==> config.mk <==
export PLATFORM = sky130hd
export DESIGN_NAME = sdram_wb_arb
export DESIGN_NICKNAME = d
export VERILOG_FILES = /design/src/rtl/sdram_arb_rr_pick.sv /design/src/rtl/sdram_wb_arb.sv
export SDC_FILE = /design/constraint.sdc
export NUM_CORES = 1
export LEC_CHECK = 0
export CAP_MARGIN = 20
export CORE_AREA = 2 2 132 134
export CTS_CLUSTER_SIZE = 30
export DETAILED_ROUTE_END_ITERATION = 10
export DIE_AREA = 0 0 134 136
export HOLD_SLACK_MARGIN = 0.15
export SLEW_MARGIN = 10
export SYNTH_ARGS = -nofsm -noshare
export SYNTH_HDL_FRONTEND = slang
export SYNTH_SLANG_ARGS = --single-unit
==> constraint.sdc <==
create_clock -name clk -period 4.55 [get_ports clk]
set_input_delay 1.1375 -clock clk [delete_from_list [all_inputs] [get_ports clk]]
set_output_delay 1.1375 -clock clk [all_outputs]
set_load 0.02 [all_outputs]
==> src/rtl/sdram_arb_rr_pick.sv <==
// Round-robin winner selection: first requester found searching upward from
// last+1 (mod NM). Purely combinational.
module sdram_arb_rr_pick #(
   parameter int unsigned NM = 3,
   parameter int unsigned IW = 2
) (
   input  logic [NM-1:0] req,
   input  logic [IW-1:0] last,
   output logic [IW-1:0] win,
   output logic          vld
);

   // Walk from farthest to nearest so the nearest requester after 'last' wins.
   always_comb begin
      win = '0;
      vld = 1'b0;
      for (int unsigned i = NM; i >= 1; i--) begin
         for (int unsigned k = 0; k < NM; k++) begin
            if (req[k] && (k == ((32'(last) + i) % NM))) begin
               win = IW'(k);
               vld = 1'b1;
            end
         end
      end
   end

endmodule

==> src/rtl/sdram_wb_arb.sv <==
// Wishbone classic arbiter in front of the SDRAM slave port: round-robin
// grants held for a whole cyc burst, plus a watchdog that errors hung cycles.
`ifndef SDRAM_ADR_WIDTH
`define SDRAM_ADR_WIDTH 24
`endif
`ifndef WB_DATA_WIDTH
`define WB_DATA_WIDTH 32
`endif
`ifndef WB_SEL_WIDTH
`define WB_SEL_WIDTH 4
`endif
`ifndef SDRAM_ARB_NM
`define SDRAM_ARB_NM 3
`endif
`ifndef SDRAM_ARB_TMO
`define SDRAM_ARB_TMO 255
`endif

module sdram_wb_arb #(
   parameter int unsigned NM  = `SDRAM_ARB_NM,
   parameter int unsigned AW  = `SDRAM_ADR_WIDTH,
   parameter int unsigned DW  = `WB_DATA_WIDTH,
   parameter int unsigned SW  = `WB_SEL_WIDTH,
   parameter int unsigned TMO = `SDRAM_ARB_TMO
) (
   input  logic             clk,
   input  logic             rst,
   input  logic [NM*AW-1:0] m_adr_i,
   input  logic [NM*DW-1:0] m_dat_i,
   input  logic [NM*SW-1:0] m_sel_i,
   input  logic [NM-1:0]    m_we_i,
   input  logic [NM-1:0]    m_cyc_i,
   input  logic [NM-1:0]    m_stb_i,
   output logic [DW-1:0]    m_dat_o,
   output logic [NM-1:0]    m_ack_o,
   output logic [NM-1:0]    m_err_o,
   output logic [NM-1:0]    m_rty_o,
   output logic [AW-1:0]    s_adr_o,
   output logic [DW-1:0]    s_dat_o,
   output logic [SW-1:0]    s_sel_o,
   output logic             s_we_o,
   output logic             s_cyc_o,
   output logic             s_stb_o,
   input  logic [DW-1:0]    s_dat_i,
   input  logic             s_ack_i,
   input  logic             s_err_i,
   input  logic             s_rty_i,
   output logic [NM-1:0]    gnt_o,
   output logic             tmo_o,
   output logic [1:0]       tmo_mst_o,
   input  logic             tmo_clr_i
);

   localparam int unsigned IW = 2;
   localparam int unsigned CW = 8;

   typedef enum logic {IDLE, BUSY} state_t;

   state_t        state, state_d;
   logic [IW-1:0] g, g_d;
   logic [IW-1:0] last, last_d;
   logic [CW-1:0] cnt, cnt_d;
   logic          tmo_d;
   logic [1:0]    tmo_mst_d;

   logic [NM-1:0] req;
   logic [IW-1:0] win;
   logic          win_vld;
   logic          busy;
   logic          fire;
   logic          cyc_g;
   logic          s_term;

   assign req    = m_cyc_i & m_stb_i;
   assign busy   = (state == BUSY);
   assign fire   = busy && (cnt == CW'(TMO));
   assign s_term = s_ack_i | s_err_i | s_rty_i;
   assign m_dat_o = s_dat_i;

   sdram_arb_rr_pick #(
      .NM (NM),
      .IW (IW)
   ) u_rr_pick (
      .req  (req),
      .last (last),
      .win  (win),
      .vld  (win_vld)
   );

   // Slave-side mux of the granted master and per-master termination routing.
   always_comb begin
      s_adr_o = '0;
      s_dat_o = '0;
      s_sel_o = '0;
      s_we_o  = 1'b0;
      s_cyc_o = 1'b0;
      s_stb_o = 1'b0;
      cyc_g   = 1'b0;
      gnt_o   = '0;
      m_ack_o = '0;
      m_err_o = '0;
      m_rty_o = '0;
      for (int unsigned k = 0; k < NM; k++) begin
         if (busy && (g == IW'(k))) begin
            s_adr_o    = m_adr_i[k*AW +: AW];
            s_dat_o    = m_dat_i[k*DW +: DW];
            s_sel_o    = m_sel_i[k*SW +: SW];
            s_we_o     = m_we_i[k];
            s_cyc_o    = m_cyc_i[k] & ~fire;
            s_stb_o    = m_stb_i[k] & ~fire;
            cyc_g      = m_cyc_i[k];
            gnt_o[k]   = 1'b1;
            m_ack_o[k] = s_ack_i & ~fire;
            m_err_o[k] = s_err_i | fire;
            m_rty_o[k] = s_rty_i & ~fire;
         end
      end
   end

   // Next-state: grant/handoff, watchdog counter and sticky timeout flag.
   always_comb begin
      state_d   = state;
      g_d       = g;
      last_d    = last;
      cnt_d     = cnt;
      tmo_d     = tmo_o;
      tmo_mst_d = tmo_mst_o;

      if (!s_stb_o || s_term) cnt_d = '0;
      else                    cnt_d = cnt + CW'(1);

      if (tmo_clr_i) tmo_d = 1'b0;

      case (state)
         IDLE: begin
            if (win_vld) begin
               state_d = BUSY;
               g_d     = win;
               last_d  = win;
            end
         end
         BUSY: begin
            if (fire) begin
               state_d   = IDLE;
               last_d    = g;
               tmo_d     = 1'b1;
               tmo_mst_d = g;
            end else if (!cyc_g) begin
               if (win_vld) begin
                  g_d    = win;
                  last_d = win;
               end else begin
                  state_d = IDLE;
               end
            end
         end
         default: state_d = IDLE;
      endcase
   end

   always_ff @(posedge clk) begin
      if (rst) begin
         state     <= IDLE;
         g         <= '0;
         last      <= IW'(NM - 1);
         cnt       <= '0;
         tmo_o     <= 1'b0;
         tmo_mst_o <= '0;
      end else begin
         state     <= state_d;
         g         <= g_d;
         last      <= last_d;
         cnt       <= cnt_d;
         tmo_o     <= tmo_d;
         tmo_mst_o <= tmo_mst_d;
      end
   end

endmodule

Word-level counts from Yosys, hierarchy flattened
Index checks and enable logic that the tools add are counted.
{"block": "classes", "addsub": 4, "bitwise": 14, "n_reduce_logical": 22, "n_div": 3, "eq_ne": 12, "muxes": 65}
{"op": "$eq 1x32->1 const A", "count": 3}
{"op": "$eq 2x32->1 const A", "count": 3}
{"op": "$logic_not 32->1", "count": 3}
{"op": "$mod 32x2->32 const B", "count": 3}
{"op": "$mux 32", "count": 3}
{"op": "$mux 24", "count": 3}
{"op": "$mux 1", "count": 40}
{"op": "$mux 2", "count": 13}
{"op": "$logic_and 1x1->1", "count": 13}
{"op": "$mux 4", "count": 3}
{"op": "$add 8x1->8 const B", "count": 1}
{"op": "$and 1x1->1", "count": 8}
{"op": "$eq 8x8->1 const B", "count": 1}
{"op": "$pmux 2 s2", "count": 2}
{"op": "$add 2x2->3 const B", "count": 2}
{"op": "$ne 2x2->1 const B", "count": 2}
{"op": "$reduce_and 2->1", "count": 2}
{"op": "$add 2x1->3 const B", "count": 1}
{"op": "$and 3x3->3", "count": 1}
{"op": "$ne 3x3->1 const B", "count": 1}
{"op": "$or 1x1->1", "count": 3}
{"op": "$eq 2x1->1 const B", "count": 1}
{"op": "$eq 2x2->1 const B", "count": 1}
{"op": "$logic_not 2->1", "count": 1}
{"op": "5 further kinds", "count": 6}
{"block": "totals", "elab_cells": 126, "output_inout_bits": 110, "register_bits": 16, "input_bits": 227}

Logic depth before layout (Yosys ltp)
{"block": "logic_depth", "depth_word": 17, "depth_mapped": 7, "ltp_nobuf": 6}

Hierarchy
A second synthesis with hierarchy kept.
{"block": "hier_totals", "hier_cells": 431, "hier_area_um2": 2731.4}
{"mod": "sdram_wb_arb", "area_each_um2": 2640.0, "n_inst": 1, "cells_per_inst": 418, "seq_area_each_um2": 320.3}
{"mod": "sdram_arb_rr_pick", "area_each_um2": 91.3, "n_inst": 1, "cells_per_inst": 13, "seq_area_each_um2": 0.0}

Worst setup path after synthesis
OpenSTA, ideal clock, no wires.
{"block": "synth_timing", "path_type": "input to output", "startpoint": "input m_cyc_i[1]", "endpoint": "output s_cyc_o", "arrival_time_ps": 1718, "stages": 4, "path_buffers": 0, "slack_ps": 1695, "t_required_ps": 3413, "path_cell_list": "mux2i_1 o21ai_4 nand3_1 inv_1"}
{"block": "synth_between", "elab_chain_cells": 3}
{"item": "start: declaration", "line_no": "sdram_wb_arb.sv:32", "text": "input logic [NM-1:0] m_cyc_i,"}
{"item": "$and 1x1->1", "line_no": "sdram_wb_arb.sv:109", "text": "s_cyc_o = m_cyc_i[k] & ~fire;"}
{"item": "$mux 1 (2 in series)", "line_no": "sdram_wb_arb.sv:104", "text": "if (busy && (g == IW'(k))) begin"}
{"item": "end: declaration", "line_no": "sdram_wb_arb.sv:42", "text": "output logic s_cyc_o,"}
Every way passes these cells.

Final worst setup path
Ends and elaborated chain as after synthesis.

==> summary.txt <==
Run status = complete, no violations
Most common cell on crit path = clkdlybuf4s50_1
Vias per cell = 4.249
Crit path capture type = primary output
Max clock buf depth = 2
Crit Path Class = in -> out
Residual DRC = 0
Maximum clock rate = 244.5 MHz
Port bufs = 272
Total grt overflow = 0
Hold buffers post-CTS = 0
WHS Path Cells = 2
H-tree depth = 1
Post-place setup slack = 494.0 ps
Synth Register Bits = 16
Die X = 134 µm
PD cells = 180.1 nW/µm²
Post-layout min period = 4090 ps
Slew margin rel. = 63.85%
Dpl hpwl = 9885 µm
Met3 Use GR = 3.095%
Mapped Area = 2910 µm²
RSZ-0062 raised after global routing = no
Fin Setup TNS = 0 ps
Final Hold Vio Count = 0
Root Driver = clkbuf_16
CTS Buf Count = 3
Cell Count, Final, Fillers Out = 866
Critical Path Source Type = input pin
Slowest cell on the critical path = clkdlybuf4s50_1
Die height = 136 µm
Resized Gates After CTS = 0
Synth unique cells = 41
Worst reg2reg path depth = 5
Min-delay src = tmo_mst_o[1]
Area grow syn2layout = 95.01%
Required @ worst endpoint = 3410 ps
Max stage delay on crit path = 610 ps
Largest net degree at the start of global routing = 57
Clk_lat worst skew = 250 ps
Number of iterations in the first detailed-routing pass = 6
Layout cells sized above 1 = 3.588%
Total GRT Usage = 12.69%
Syn Inst Count = 425
Clock Pin Slew Worst Setup and Hold Paths = 50 ps
Reg2reg end = cnt[3]
Final period utilization = 89.90%
Max-cap violations = 0
Ports = 337
Seq/Total Area, Yosys = 11.01%
RePlAce Congestion = 0.7592
Row count = 48
Ys Warns = 0
WL/cell = 14.60 µm
Routed Antenna Nets = 0
Met2 Track Usage GR = 22.88%
Via count = 3680
Clock sinks = 16
HP Class = reg -> reg
Worst r2r src = g[1]
Grt peak-use layer = met2
Worst hold slack = 453.8 ps
CTS tree = built
Crit-path max FO = 4
Final setup fails = 0
Worst slew pin tran = 542.3 ps
Hold Path End = tmo_mst_o[1]
First-pass GRT wire length = 18810 µm
Setup bufs post-CTS = 0
Clock skew = 2.643 ps
Synth Net Count = 655
Starting DRT DRC Count = 97
Worst vdd ir = 0.0001100 V
Pins Over Slew Limit = 0
Top delay family on crit path = buffers and inverters
Mapped Avg Cell Area = 6.848 µm²
Reported leakage power = 0.001897 µW
Initial core utilization = 17.24%
Worst setup margin = 459.8 ps
Finished Core Util = 33.63%
Initial antenna violation count = 0
Placed Cells = 862
CP bufs+invs = 3
Ant. Diodes = 0
Met1 Usage GRT = 14.72%
Routed WL = 12640 µm
Crit-path cells = clkdlybuf4s50_1 > mux2i_1 > o21ai_4 > nand3_1 > inv_1 > clkdlybuf4s50_1
Vias in the first global route = 3634
Std-Cell Core Area = 16880 µm²
Nets = 872
R2R Setup Slk = 2570 ps
Die area = 18220 µm²
Crit path DAT = 2950 ps
-- cell usage in the layout (no fill, tap or decap), types with 4 or more instances in the layout --
master and n:
and2_1 61, and3_1 5, o21ai_0 63, mux2i_1 63
inv_1 4, a21oi_1 5, buf_4 5, nor2b_1 5
nor2_1 13, xor2_1 5, nand2_1 71, nor3_1 5
nand3_1 9, dfxtp_1 13, clkdlybuf4s50_1 272
-- Yosys cell counts (all sizes together) --
| cell type | count | share of area, % |
|---|---|---|
| a2bb2oi | 2 | 0.60 |
| nor4 | 1 | 0.22 |
| or2 | 1 | 0.22 |
| ha | 3 | 1.3 |
| mux2 | 1 | 0.52 |
| a222oi | 1 | 0.34 |
| nand3 | 9 | 1.5 |
| buf | 53 | 13 |
| o32ai | 1 | 0.30 |
| o31ai | 1 | 0.26 |
| o2111ai | 1 | 0.30 |
| nor2b | 6 | 1.3 |
| xor2 | 5 | 1.5 |
| a31oi | 1 | 0.22 |
| a211oi | 2 | 0.95 |
| a21bo | 1 | 0.34 |
| nand2 | 71 | 9.2 |
| a221o | 1 | 0.34 |
| nor2 | 13 | 1.7 |
| nand3b | 1 | 0.26 |
| xnor2 | 1 | 0.30 |
| nand4 | 2 | 0.43 |
| a21oi | 5 | 0.86 |
| and3 | 7 | 1.8 |
| o21a | 1 | 0.26 |
| and2 | 61 | 13 |
| nor3 | 5 | 0.86 |
| nand4b | 1 | 0.30 |
| inv | 4 | 0.52 |
| o21ai | 64 | 11 |
| dfxtp | 16 | 11 |
| o2bb2ai | 3 | 0.90 |
| and4 | 1 | 0.39 |
| clkbuf | 14 | 1.8 |
| mux2i | 63 | 22 |
| nand2b | 2 | 0.43 |
-- metrics by stage --
stage	total power, µW	instance area [µm²]
final	1022	5675
after global routing	1088	5675
after CTS	1036	5675
after detailed placement	841.0	5587
after global placement	839.3	5587
after floorplan	516.8	2910
-- sequential cells by signal, summed over array words and instances, names as in the netlist --
| signal | flops |
|---|---|
| tmo_mst_o | 2 |
| g | 2 |
| busy | 1 |
| last | 2 |
| cnt | 8 |
| tmo_o | 1 |
-- cell families (layout without fill, tap and decap cells) --
logic type | count (synthesis) | after routing | synth area share, %
AO/OA/AOI/OAI | 84 | 84 | 17.07
multiplexers | 64 | 64 | 22.18
buffers and inverters | 71 | 287 | 14.92
flip-flops | 16 | 16 | 11.01
XOR/XNOR | 6 | 6 | 1.806
adder cells (fa/ha/maj) | 3 | 3 | 1.290
AND/OR/NAND/NOR | 181 | 181 | 31.73
-- layer usage --
metal	routed length (µm)	up-vias
met5	0	-
met1	5173	1655
li1	-	1847
met2	6144	152
met4	293	0
met3	1029	26
-- worst max-delay path by stage --
stage                     from      end  depth (start not counted)
floorplan           m_cyc_i[1]  s_cyc_o                          4
global route        m_cyc_i[1]  s_cyc_o                          6
detailed placement  m_cyc_i[1]  s_cyc_o                          6
CTS                 m_cyc_i[1]  s_cyc_o                          6
finish              m_cyc_i[1]  s_cyc_o                          6
global placement    m_cyc_i[1]  s_cyc_o                          6
-- worst reg2reg max path: stages, from the launching register on --
cell and delay (ps):
dfxtp_2 610, nor2b_4 240, buf_4 310, o2bb2ai_1 220, nand4_1 340, nor2_1 190
-- power by group --
part	leakage [µW]	switching, µW	internal [µW]
Clock	0.0000442	56.4	134
Sequential	0.000131	18.5	146
Combinational	0.00172	289	378
-- area by class of cell --
class	count	area [µm²]
Clock buffer	4	88.84
Fill cell	1826	11200
Inverter	4	15.01
Multi-Input combinational cell	338	2163
Sequential cell	16	326.6
Tap cell	225	281.5
Timing Repair Buffer	279	2800
Power figures use the tool's default switching activity.
